### config.mk
export PLATFORM = sky130hd
export DESIGN_NAME = ripple_adder_5_bit
export DESIGN_NICKNAME = d
export VERILOG_FILES = /design/src/rtl/ripple_adder_pkg.sv /design/src/rtl/ripple_adder_5_bit_full_adder_cell.sv /design/src/rtl/ripple_adder_5_bit.sv
export SDC_FILE = /design/constraint.sdc
export NUM_CORES = 1
export LEC_CHECK = 0
export CAP_MARGIN = 20
export CORE_UTILIZATION = 31
export DETAILED_ROUTE_END_ITERATION = 6
export GPL_ROUTABILITY_DRIVEN = 0
export PLACE_DENSITY = 0.72
export SLEW_MARGIN = 40
export SYNTH_ARGS = -nofsm -noshare
export SYNTH_HDL_FRONTEND = slang
export SYNTH_SLANG_ARGS = --single-unit
export TNS_END_PERCENT = 10
### constraint.sdc
create_clock -name clk -period 4.55 [get_ports clk]
set_input_delay 1.365 -clock clk [delete_from_list [all_inputs] [get_ports clk]]
set_output_delay 1.365 -clock clk [all_outputs]
set_load 0.01 [all_outputs]
### src/rtl/ripple_adder_pkg.sv
// ripple_adder_pkg: shared width and result type for the ripple-carry adder
package ripple_adder_pkg;
  localparam int ADDER_WIDTH = 5;
  typedef struct packed {
    logic                   cout;
    logic [ADDER_WIDTH-1:0] sum;
  } adder_result_t;
endpackage

### src/rtl/ripple_adder_5_bit_full_adder_cell.sv
// full_adder_cell: single-bit full adder used as the ripple stage
module full_adder_cell (
  input  logic a,
  input  logic b,
  input  logic cin,
  output logic s,
  output logic co
);
  assign s  = a ^ b ^ cin;
  assign co = (a & b) | (cin & (a ^ b));
endmodule

### src/rtl/ripple_adder_5_bit.sv
// ripple_adder_5_bit: 5-bit ripple-carry adder with registered result copy
// Defining RIPPLE_ADDER_OVF_EN adds signed-overflow outputs ovf and ovf_r.
module ripple_adder_5_bit
  import ripple_adder_pkg::*;
#(
  parameter int WIDTH = ADDER_WIDTH
) (
  input  logic             clk,
  input  logic             rst,
  input  logic [WIDTH-1:0] a,
  input  logic [WIDTH-1:0] b,
  input  logic             cin,
  input  logic             en,
  output logic [WIDTH-1:0] sum,
  output logic             cout,
  output logic [WIDTH-1:0] sum_r,
  output logic             cout_r
`ifdef RIPPLE_ADDER_OVF_EN
  ,
  output logic             ovf,
  output logic             ovf_r
`endif
);
  logic [WIDTH:0] c;
  adder_result_t  res_d, res_q;
  assign c[0] = cin;
  genvar i;
  for (i = 0; i < WIDTH; i++) begin : g_bit
    full_adder_cell u_fa (
      .a  (a[i]),
      .b  (b[i]),
      .cin(c[i]),
      .s  (sum[i]),
      .co (c[i+1])
    );
  end
  assign cout = c[WIDTH];
  always_comb res_d = en ? adder_result_t'{cout: cout, sum: sum} : res_q;
  always_ff @(posedge clk or posedge rst)
    if (rst) res_q <= '0;
    else     res_q <= res_d;
  assign sum_r  = res_q.sum;
  assign cout_r = res_q.cout;
`ifdef RIPPLE_ADDER_OVF_EN
  logic ovf_d, ovf_q;
  assign ovf = c[WIDTH] ^ c[WIDTH-1];
  always_comb ovf_d = en ? ovf : ovf_q;
  always_ff @(posedge clk or posedge rst)
    if (rst) ovf_q <= 1'b0;
    else     ovf_q <= ovf_d;
  assign ovf_r = ovf_q;
`else
  // carry into the top bit only matters for overflow detection
`endif
endmodule

* After elaboration in Yosys (flattened, before gate mapping)
Cells that the tools add are included.
** Cells by class
- Bitwise logic cells :: 25
** Operators by type and width (count)
- $and A1 B1 Y1 :: 10
- $xor A1 B1 Y1 :: 10
- $or A1 B1 Y1 :: 5
** Word-level totals
- Register bits after elaboration :: 6
- Word-level logic and storage cells :: 27

* Depth between registers and ports, before layout
- Depth in word-level cells :: 11
- Depth in mapped cells :: 10

* Modules after synthesis
A second synthesis with hierarchy kept.
** Unflattened totals
- Cells, all modules :: 19
- Area, all modules :: 355.3 um2
** By module, submodules not included
- ripple_adder_5_bit :: instances 1, cells an instance 14, area an instance 255.2 um2, sequential area each 150.1 um2
- full_adder_cell :: instances 5, cells an instance 1, area an instance 20.0 um2, sequential area each 0.0 um2

* Least setup slack after synthesis
No wires, ideal clock.
- Path kind :: input port to output port
- Start :: input a[0]
- End :: output sum[4]
- Data arrival time :: 3371 ps
- Path slack :: -186 ps
- Cell stages on the path :: 10
- Path buffers :: 1
- Path through :: inv_1 -> fa_1 -> inv_1 -> fa_1 -> fa_1 -> fa_1 -> inv_1 -> fa_1 -> inv_1 -> buf_4
** Between the ends
- Longest elaborated chain between the ends :: 10
- Elaborated cells between the ends (all ways) :: 11
- Those cells by class :: 11 x bitwise
** Ends and longest elaborated chain
- start: declaration :: RTL line ripple_adder_5_bit.sv:10 : input logic [WIDTH-1:0] a,
- $xor A1 B1 Y1 :: RTL line ripple_adder_5_bit_full_adder_cell.sv:10 : assign co = (a & b) | (cin & (a ^ b));
- $and A1 B1 Y1 :: RTL line ripple_adder_5_bit_full_adder_cell.sv:10
- $or A1 B1 Y1 * :: RTL line ripple_adder_5_bit_full_adder_cell.sv:10
- $and A1 B1 Y1 * :: RTL line ripple_adder_5_bit_full_adder_cell.sv:10
- $or A1 B1 Y1 * :: RTL line ripple_adder_5_bit_full_adder_cell.sv:10
- $and A1 B1 Y1 * :: RTL line ripple_adder_5_bit_full_adder_cell.sv:10
- $or A1 B1 Y1 * :: RTL line ripple_adder_5_bit_full_adder_cell.sv:10
- $and A1 B1 Y1 * :: RTL line ripple_adder_5_bit_full_adder_cell.sv:10
- $or A1 B1 Y1 * :: RTL line ripple_adder_5_bit_full_adder_cell.sv:10
- $xor A1 B1 Y1 * :: RTL line ripple_adder_5_bit_full_adder_cell.sv:9 : assign s = a ^ b ^ cin;
- end: declaration :: RTL line ripple_adder_5_bit.sv:14 : output logic [WIDTH-1:0] sum,
Every way passes the cells marked *; elsewhere a longest branch is shown, timed or not.

* Final worst setup path
Same ends and word-level chain as after synthesis.

==> run metrics <==
sum of buffers and inverters on the critical path=6; Final Util=59.8%; status=complete, but fails checks; Power Dens Cells=314 nW/um^2; Syn Nets=55; post-synthesis cell area=418 sq um; DR iter-0 viols=0; CTS Buf Count=3; Final min period=4.77 ns; Yosys top cell by area=dfrtp_1; Post-route DRC=0; critical path class=primary input to output port; f_max=210 MHz; Core Region=1170 sq um; Pins Over Slew Limit=0; setup ws final=-0.218 ns; pin count of the biggest net entering global routing=9; Multi-input gate area=188 sq um; Die Span Y=38.7 microns; Synth top area share=35.9%; vias post-DR=304; Yosys cell types=8; dominant cells by area after synthesis=dfrtp_1 36%, fa_1 24%, mux2_4 14%; CTS tree=built; grt ovf=0; failing checks=setup timing; Final Hold Vio Count=0; Crit Path Max Fanout=2; chip width=38.7 microns; CP Capture Type=output port; row count=12; Worst-path clk slew=0.04 ns; crit-path cells=buf_6 -> inv_4 -> fa_2 -> inv_2 -> fa_2 -> fa_2 -> fa_2 -> inv_2 -> fa_1 -> inv_1 -> buf_2; WL per Instance=9.61 microns; Synth warnings=0; RSZ-0062 raised after global routing=true; initial antenna violation count=0; fraction of final layout cells sized beyond drive strength 1=42.9%; clk_lat worst skew=0.24 ns; Static Leak=0.000340 uW; CP peak stage delay=0.42 ns; Port Buffers=25; Worst EP required=3.18 ns; total power=220 uW; maximum VDD drop=0.151 mV; critical path arrival=3.40 ns; max cap viols=0; dpl ws=-1.03 ns; Reg area=150 sq um; # fillers=114; Post-Synthesis Cells=36; Longest Clk Path Bufs=2; Rel. slew slack=74.1%; vias in the first global route=285; FF+latch count, synth=6; Post-Route WL=740 microns; leading cell types in the layout, fill and taps excluded=17 x clkdlybuf4s50_1, 6 x inv_1, 6 x dfrtp_1; Slowest-stage cell, CP=fa_1; Avg Cell Area, Syn=11.6 sq um; Final Skew=0 ns; die area=1500 sq um; Tot GR Track Use=12.4%; Clock Tree Root=clkbuf_4; Initial DRT Pass Iterations=1; most common cell after layout, fill and taps aside=clkdlybuf4s50_1; Final #Nets=84; Vias/cell=3.95; CP startpoint kind=primary input; Tcrit/Tclk final=105%; DP HPWL=655 microns; # diodes=0; Crit path max-delay family=adder cells; Ports=26; sequential share of the synthesized area=35.9%; Detail Route Antenna Nets=0; first-pass GRT wire length=1.10 mm; worst hold path class=register to register; most used cell, CP=fa_2; Starting Density=35.7%; Slew @ Worst Pin=0.387 ns; Clock Sinks=6; Setup violations, final=1; H-tree lvl count=1; Area growth syn-to-layout=67.7%
[cell families after synthesis]
kind of cell / share of synthesized area (%)
buffers and inverters: 21.6
adders and majority gates: 24.0
DFF: 35.9
and+or+nand+nor: 1.80
AOI/OAI and AO/OA: 2.40
muxes: 14.4
[registers in the layout (all words and copies together), names as in the netlist]
name and flops:
sum_r 5, cout_r 1
[final cells by class]
| class | count | area share [%] |
|---|---|---|
| sequential | 6 | 21.4 |
| inverter | 11 | 6.96 |
| tap | 14 | 2.50 |
| timing repair buffer | 30 | 39.1 |
| multi-input combinational | 13 | 26.8 |
| clock buffer | 3 | 3.21 |
[routing by layer]
layer | track usage (%) | part of all wire, % | vias to the layer above
met4 | 10.3 | 0 | 0
met2 | 18.8 | 54 | 14
met1 | 12.1 | 39 | 138
met3 | 6.94 | 7.3 | 0
li1 | - | - | 152
met5 | 0 | 0 | -
[path summary, 6_finish.rpt]
path                                            from                    to  slack, ns  cells past startpoint
worst max-delay path                            a[0]                sum[4]      -0.22                     11
worst min-delay path            sum_r[2]$_DFFE_PP0P_  sum_r[2]$_DFFE_PP0P_       0.51                      1
worst max register to register    cout_r$_DFFE_PP0P_    cout_r$_DFFE_PP0P_       3.78                      1
worst min register to register  sum_r[2]$_DFFE_PP0P_  sum_r[2]$_DFFE_PP0P_       0.51                      1
max in group asynchronous                        rst  sum_r[4]$_DFFE_PP0P_       3.03                      2
min in group asynchronous                        rst    cout_r$_DFFE_PP0P_       1.34                      2
[stage by stage]
stage | setup TNS (ns) | cells | cell area (sq um) | hold slack [ns]
5_1_grt | -0.343 | 77 | 701 | 0.531
2_1_floorplan | -0.104 | 36 | 423 | 0.551
3_3_place_gp | -2.64 | 72 | 664 | 0.491
6_report | -0.218 | 77 | 701 | 0.512
3_5_place_dp | -2.74 | 72 | 664 | 0.500
4_1_cts | -0.398 | 76 | 684 | 0.516
[cells in the mapped netlist (all sizes together)]
cell type,instances
buf,6
inv,11
a21oi,2
nor2,2
mux2,4
fa,5
dfrtp,6
[power by group]
group          internal, uW  switching, uW
logic                  66.4           36.2
registers              64.3           6.12
clock network          29.7           17.3
total                   160           59.6
[repair_timing]
| action | CTS | global route |
|---|---|---|
| gates resized for setup | 34 | 2 |
| endpoints found under the setup margin | 5 | 4 |
| hold buffers | 0 | 0 |
| pin swaps | 5 | 5 |
| setup buffers | 1 | 1 |
| cloned | 0 | 0 |
(Power assumes the default switching activity.)
